[src/rtl/riscboy_ppu_sprite_fetch_agu.sv]
// Sprite fetch address generator: per-line sprite scan, round-robin fetch arbitration,
// tile texel address generation and in-order routing of returned read data.
module riscboy_ppu_sprite_fetch_agu #(
  parameter int W_DATA          = 32,
  parameter int W_ADDR          = 32,
  parameter int W_COORD         = 10,
  parameter int N_SPRITE        = 16,
  parameter int MAX_OUTSTANDING = 2,
  parameter int W_SPRITE_ID     = $clog2(N_SPRITE)
) (
  input  logic                          clk,
  input  logic                          rst,
  input  logic                          line_start,
  input  logic [W_COORD-1:0]            beam_y,
  input  logic [N_SPRITE*W_COORD-1:0]   cfg_sprite_pos_x,
  input  logic [N_SPRITE*W_COORD-1:0]   cfg_sprite_pos_y,
  input  logic [N_SPRITE*8-1:0]         cfg_sprite_tile,
  input  logic [N_SPRITE*2-1:0]         cfg_sprite_flip,
  input  logic [23:0]                   cfg_sprite_tmbase,
  input  logic [1:0]                    cfg_sprite_tilesize,
  input  logic [2:0]                    cfg_sprite_log_pixsize,
  output logic                          scan_busy,
  output logic                          scan_done,
  output logic [N_SPRITE-1:0]           sprite_active,
  input  logic [N_SPRITE-1:0]           sprite_bus_vld,
  input  logic [N_SPRITE*5-1:0]         sprite_bus_u,
  output logic [N_SPRITE-1:0]           sprite_bus_rdy,
  output logic [N_SPRITE-1:0]           sprite_bus_dvld,
  output logic [W_DATA-1:0]             sprite_bus_data,
  output logic                          bus_vld,
  output logic [W_ADDR-1:0]             bus_addr,
  output logic [1:0]                    bus_size,
  input  logic                          bus_rdy,
  input  logic                          bus_dvld,
  input  logic [W_DATA-1:0]             bus_data
);

  localparam int LOG_BYTES = $clog2(W_DATA / 8);
  localparam int W_CNT     = $clog2(MAX_OUTSTANDING + 1);
  localparam int W_PTR     = (MAX_OUTSTANDING > 1) ? $clog2(MAX_OUTSTANDING) : 1;
  localparam int W_IDX1    = W_SPRITE_ID + 1;
  localparam logic [W_ADDR-1:0] ALIGN_MASK = ~W_ADDR'((64'd1 << LOG_BYTES) - 64'd1);

  typedef enum logic [1:0] {
    IDLE = 2'd0,
    SCAN = 2'd1,
    DONE = 2'd2
  } scan_state_t;

  scan_state_t state, state_next;

  logic [W_SPRITE_ID-1:0] scan_idx;
  logic [W_COORD-1:0]     line_y;
  logic [N_SPRITE-1:0]    active;
  logic [4:0]             v_row [N_SPRITE];

  logic [W_COORD-1:0] pos_y_arr [N_SPRITE];
  logic [7:0]         tile_arr  [N_SPRITE];
  logic [1:0]         flip_arr  [N_SPRITE];
  logic [4:0]         u_arr     [N_SPRITE];

  logic [5:0] tsize;

  logic [N_SPRITE-1:0]    eligible;
  logic                   pick_any;
  logic [W_SPRITE_ID-1:0] pick_id;
  logic [W_ADDR-1:0]      pick_addr;

  logic                   locked;
  logic [W_SPRITE_ID-1:0] lock_id;
  logic [W_ADDR-1:0]      lock_addr;
  logic [W_SPRITE_ID-1:0] rr_ptr;

  logic                   gnt_any;
  logic [W_SPRITE_ID-1:0] gnt_id;
  logic                   accept;

  logic [W_SPRITE_ID-1:0] fifo_mem [MAX_OUTSTANDING];
  logic [W_PTR-1:0]       wr_ptr, rd_ptr;
  logic [W_CNT-1:0]       count;
  logic                   push, pop;
  logic [W_SPRITE_ID-1:0] head_id;

  // Position X is not needed for row/column addressing.
  logic unused_inputs;
  assign unused_inputs = ^cfg_sprite_pos_x;

  genvar gi;
  generate
    for (gi = 0; gi < N_SPRITE; gi++) begin : g_sprite
      assign pos_y_arr[gi]       = cfg_sprite_pos_y[gi*W_COORD +: W_COORD];
      assign tile_arr[gi]        = cfg_sprite_tile[gi*8 +: 8];
      assign flip_arr[gi]        = cfg_sprite_flip[gi*2 +: 2];
      assign u_arr[gi]           = sprite_bus_u[gi*5 +: 5];
      assign sprite_bus_rdy[gi]  = accept && (gnt_id == W_SPRITE_ID'(gi));
      assign sprite_bus_dvld[gi] = pop && (head_id == W_SPRITE_ID'(gi));
    end
  endgenerate

  always_comb begin
    case (cfg_sprite_tilesize)
      2'd0:    tsize = 6'd8;
      2'd1:    tsize = 6'd16;
      default: tsize = 6'd32;
    endcase
  end

  // ---------------- Scan FSM ----------------
  logic [W_COORD-1:0] scan_dy;
  logic               scan_hit;
  logic [4:0]         scan_v;

  always_comb begin
    scan_dy  = line_y - pos_y_arr[scan_idx];
    scan_hit = scan_dy < W_COORD'(tsize);
    // tsize[4:0] is 0 for 32px tiles, so the 5-bit subtraction still yields 31-dy.
    scan_v   = flip_arr[scan_idx][1] ? (tsize[4:0] - 5'd1 - scan_dy[4:0]) : scan_dy[4:0];
  end

  always_ff @(posedge clk or posedge rst) begin
    if (rst) begin
      state <= IDLE;
    end else begin
      state <= state_next;
    end
  end

  always_comb begin
    state_next = state;
    case (state)
      IDLE: state_next = IDLE;
      SCAN: if (scan_idx == W_SPRITE_ID'(N_SPRITE - 1)) state_next = DONE;
      DONE: state_next = IDLE;
      default: state_next = IDLE;
    endcase
    if (line_start) state_next = SCAN;
  end

  always_ff @(posedge clk or posedge rst) begin
    if (rst) begin
      scan_idx <= '0;
      line_y   <= '0;
      active   <= '0;
      for (int i = 0; i < N_SPRITE; i++) v_row[i] <= '0;
    end else if (line_start) begin
      scan_idx <= '0;
      line_y   <= beam_y;
      active   <= '0;
    end else if (state == SCAN) begin
      active[scan_idx] <= scan_hit;
      v_row[scan_idx]  <= scan_v;
      scan_idx         <= scan_idx + 1'b1;
    end
  end

  assign scan_busy     = (state == SCAN);
  assign scan_done     = (state == DONE);
  assign sprite_active = active;

  // ---------------- Round-robin arbitration ----------------
  assign eligible = sprite_bus_vld & active;

  always_comb begin
    logic [W_IDX1-1:0]      j_ext;
    logic [W_SPRITE_ID-1:0] j;
    pick_any = 1'b0;
    pick_id  = '0;
    j_ext    = '0;
    j        = '0;
    for (int i = 0; i < N_SPRITE; i++) begin
      j_ext = {1'b0, rr_ptr} + W_IDX1'(i);
      if (j_ext >= W_IDX1'(N_SPRITE)) j_ext = j_ext - W_IDX1'(N_SPRITE);
      j = j_ext[W_SPRITE_ID-1:0];
      if (!pick_any && eligible[j]) begin
        pick_any = 1'b1;
        pick_id  = j;
      end
    end
  end

  // ---------------- Texel address for the candidate grant ----------------
  logic [4:0]  addr_u;
  logic [17:0] tex_idx;
  logic [25:0] byte_off;

  always_comb begin
    addr_u = flip_arr[pick_id][0] ? (tsize[4:0] - 5'd1 - u_arr[pick_id]) : u_arr[pick_id];
    case (cfg_sprite_tilesize)
      2'd0:    tex_idx = 18'({tile_arr[pick_id], v_row[pick_id][2:0], addr_u[2:0]});
      2'd1:    tex_idx = 18'({tile_arr[pick_id], v_row[pick_id][3:0], addr_u[3:0]});
      default: tex_idx = {tile_arr[pick_id], v_row[pick_id], addr_u};
    endcase
    byte_off  = ({8'd0, tex_idx} << cfg_sprite_log_pixsize) >> 3;
    pick_addr = (W_ADDR'({cfg_sprite_tmbase, 8'h00}) + W_ADDR'(byte_off)) & ALIGN_MASK;
  end

  // A locked grant keeps sprite and address frozen until the bus accepts.
  always_comb begin
    if (locked) begin
      gnt_any  = 1'b1;
      gnt_id   = lock_id;
      bus_addr = lock_addr;
    end else begin
      gnt_any  = pick_any;
      gnt_id   = pick_id;
      bus_addr = pick_addr;
    end
  end

  assign bus_vld  = gnt_any && ((count < W_CNT'(MAX_OUTSTANDING)) || bus_dvld);
  assign accept   = bus_vld && bus_rdy;
  assign bus_size = 2'(LOG_BYTES);

  always_ff @(posedge clk or posedge rst) begin
    if (rst) begin
      locked    <= 1'b0;
      lock_id   <= '0;
      lock_addr <= '0;
      rr_ptr    <= '0;
    end else if (accept) begin
      locked <= 1'b0;
      rr_ptr <= (gnt_id == W_SPRITE_ID'(N_SPRITE - 1)) ? '0 : gnt_id + 1'b1;
    end else if (bus_vld) begin
      locked    <= 1'b1;
      lock_id   <= gnt_id;
      lock_addr <= bus_addr;
    end
  end

  // ---------------- Outstanding-read ID FIFO ----------------
  function automatic logic [W_PTR-1:0] ptr_inc(input logic [W_PTR-1:0] p);
    return (p == W_PTR'(MAX_OUTSTANDING - 1)) ? '0 : p + 1'b1;
  endfunction

  assign push    = accept;
  assign pop     = bus_dvld && (count != '0);
  assign head_id = fifo_mem[rd_ptr];

  always_ff @(posedge clk) begin
    if (push) fifo_mem[wr_ptr] <= gnt_id;
  end

  always_ff @(posedge clk or posedge rst) begin
    if (rst) begin
      wr_ptr <= '0;
      rd_ptr <= '0;
      count  <= '0;
    end else begin
      if (push) wr_ptr <= ptr_inc(wr_ptr);
      if (pop)  rd_ptr <= ptr_inc(rd_ptr);
      case ({push, pop})
        2'b10:   count <= count + 1'b1;
        2'b01:   count <= count - 1'b1;
        default: count <= count;
      endcase
    end
  end

  assign sprite_bus_data = bus_data;

endmodule

[config.mk]
export PLATFORM = sky130hd
export DESIGN_NAME = riscboy_ppu_sprite_fetch_agu
export DESIGN_NICKNAME = d
export VERILOG_FILES = /design/src/rtl/riscboy_ppu_sprite_fetch_agu.sv
export SDC_FILE = /design/constraint.sdc
export NUM_CORES = 1
export LEC_CHECK = 0
export ABC_AREA = 1
export BUFFER_PORTS_ARGS = -buffer_cell sky130_fd_sc_hd__buf_2
export CORE_AREA = 2 2 303 305
export CTS_CLUSTER_SIZE = 20
export DETAILED_ROUTE_END_ITERATION = 6
export DIE_AREA = 0 0 305 307
export PLACE_DENSITY_LB_ADDON = 0.3
export SETUP_SLACK_MARGIN = 0.2
export SLEW_MARGIN = 5
export SYNTH_ARGS = -nofsm -noshare
export SYNTH_HDL_FRONTEND = slang
export SYNTH_SLANG_ARGS = --single-unit
[constraint.sdc]
create_clock -name clk -period 8.3 [get_ports clk]
set_input_delay 0.83 -clock clk [delete_from_list [all_inputs] [get_ports clk]]
set_output_delay 0.83 -clock clk [all_outputs]
set_load 0.005 [all_outputs]
==> summary.txt <==
Final period util - 104%
Post-Route WL - 89200 um
Buf+Inv Stages, Crit Path - 11
CP required - 7470 ps
post-layout util - 27.9%
Initial Utilization - 17.9%
routed via count - 21100
Top cell by count, worst path - nand3_1
critical path class - reg2out
Arr. time, crit path - 7840 ps
Final Hold Vio Count - 0
Final GP Congestion - 0.969
Nets - 4153
commonest non-fill, non-tap cells in the layout - 670 x nand2_1, 542 x buf_2, 339 x nand3_1
Syn Area/Cell - 6.09 sq um
critical-path maximum fanout - 13
Pins Over Slew Limit - 0
Core ar. - 90700 sq um
port buffer count - 542
hold_buf cts - 0
layout cells sized above 1 - 35.5%
row count - 111
Gate Count Post-Synth - 2663
GRT Util Overall - 18.6%
total gr overflow - 0
WL/cell - 19.1 um
area grow syn2layout - 55.7%
post-layout min period - 8670 ps
Finish-stage setup viols - 14
commonest non-fill, non-tap cell in the layout - nand2_1
clk_lat worst skew - 490 ps
largest net degree at the start of global routing - 71
DRC Markers - 0
synth unique cells - 53
vias per cell - 4.52
flop2flop setup slack - 830 ps
Largest stage delay, worst path - 450 ps
first-pass GRT wire length - 130000 um
I/O pin total - 769
DP HPWL - 68600 um
synthesized flop and latch total - 165
Fin Hold WS - 480 ps
CTS tree - done
Top delay family on crit path - simple AND/OR/NAND/NOR gates
number of global-route vias before repair - 20300
die extent in y - 307 um
Clock Skew - 15.8 ps
Placement Cell Area - 21800 sq um
Root Driver - clkbuf_16
RSZ-0062 raised after global routing - yes
initial DRC count - 1612
outcome - finished, violations left
mapped cell area - 16200 sq um
htree depth - 4
yosys warns - 0
ys async rst share - 95.2%
Detail Route Antenna Nets - 0
Primary FF master, synth - dfrtp_1
setup ws final - -366 ps
failing checks - negative setup slack
worst slew pin tran - 1110 ps
register area share after synthesis - 25.7%
TritonRoute pass-1 iters - 7
clk sinks - 165
initial antenna violation count - 30
Syn Nets - 3363
Hold WC Path Type - in2async
Clock transition at path regs - 80 ps
Startpoint Class - flop
Slew headroom - 25.9%
crit path capture type - primary output
die width - 305 um
die area - 93600 sq um
Final Instance Area - 25300 sq um
TritonCTS buffer count - 17
Post-synth EDFFs - 8
highest-delay cell along the critical path - dfrtp_2
Max Fclk - 0.115 GHz
max-cap viol count - 0
clock buffer depth - 2
per-layer routing:
layer	vias to the layer above	global-route usage [%]	routed length, um
li1	10400	-	-
met1	9759	22.5	37200
met2	796	31.2	41700
met3	159	4.36	6490
met4	12	8.04	3790
met5	-	0	65
worst paths after layout:
path	startpoint	endpoint	cells past startpoint
setup reg to reg	rr_ptr[0]	lock_addr[24]	54
setup / recovery	rr_ptr[0]	bus_addr[28]	52
hold / removal	rst	lock_addr[13]	2
max in group asynchronous	rst	rr_ptr[0]	4
min in group clk	lock_addr[9]	lock_addr[9]	2
hold reg to reg	lock_addr[9]	lock_addr[9]	2
Yosys cell counts, drive strengths merged (2+ instances only):
master	count	area, sq um
nand3b	41	308
a31oi	13	81.3
nor3	13	76.3
a22oi	3	22.5
a22o	9	78.8
o21a	2	15.0
o31ai	5	37.5
nand3	401	2040
dfrtp	157	3930
nand2	728	2740
xnor2	9	78.8
a221oi	9	78.8
xor2	22	200
o211ai	46	345
ha	46	576
clkinv	7	27.5
nor2	227	887
mux2i	2	20.0
o21ai	292	1460
inv	270	1010
o22ai	46	288
nand4	16	128
a21oi	56	284
or2	37	231
edfxtp	8	240
a32o	4	40.0
fa	2	40.0
conb	2	7.51
clkbuf	70	263
buf	115	646
worst register-to-register path: cells and delay by family, from the launching register on:
family	cells	cell delay, ps
AND/OR/NAND/NOR	30	3350
adder cells (fa/ha/maj)	3	700
buffers and inverters	13	1620
flip-flops	1	450
AO/OA/AOI/OAI	8	1300
through the flow:
| step | cells | TNS (ps) | worst slack (ps) |
|---|---|---|---|
| 4_1_cts | 4618 | -1830 | -273 |
| 2_1_floorplan | 2663 | 0 | 243 |
| 3_3_place_gp | 4470 | -5540 | -724 |
| 6_report | 4665 | -3380 | -366 |
| 5_1_grt | 4660 | -12520 | -940 |
| 3_5_place_dp | 4470 | -5060 | -726 |
area by class of cell:
class	instances	area, sq um
antenna	13	32.5
timing repair buffer	955	6690
multi-input combinational	2037	11200
sequential	165	4180
clock inverter	15	198
clock buffer	17	425
fill	10100	65400
tap	1186	1480
inverter	277	1090
logic make-up after synthesis:
kind of cell / synth area share (%)
and+or+nand+nor: 39.5
muxes: 0.123
other: 0.0463
DFF: 25.7
adders and majority gates: 3.79
xor gates and xnor gates: 1.72
AOI/OAI and AO/OA: 17.1
buffers and inverters: 12.0
flip-flops by register name, indices dropped and copies added (netlist names), 4 cells and up:
register and flops:
fifo_mem 8, line_y 10, lock_addr 32, lock_id 4, rr_ptr 4, scan_idx 4, sprite_active 16, v_row 80
what timing repair did:
item	in CTS	in global routing
pin swaps	71	107
endpoints found under the setup margin	20	21
hold endpoints to repair	0	0
gates resized for setup	238	126
gates cloned	9	1
buffers inserted	107	33
Power is not shown: default switching activity piles up to over one toggle a cycle in this logic, so the estimate is an artifact.
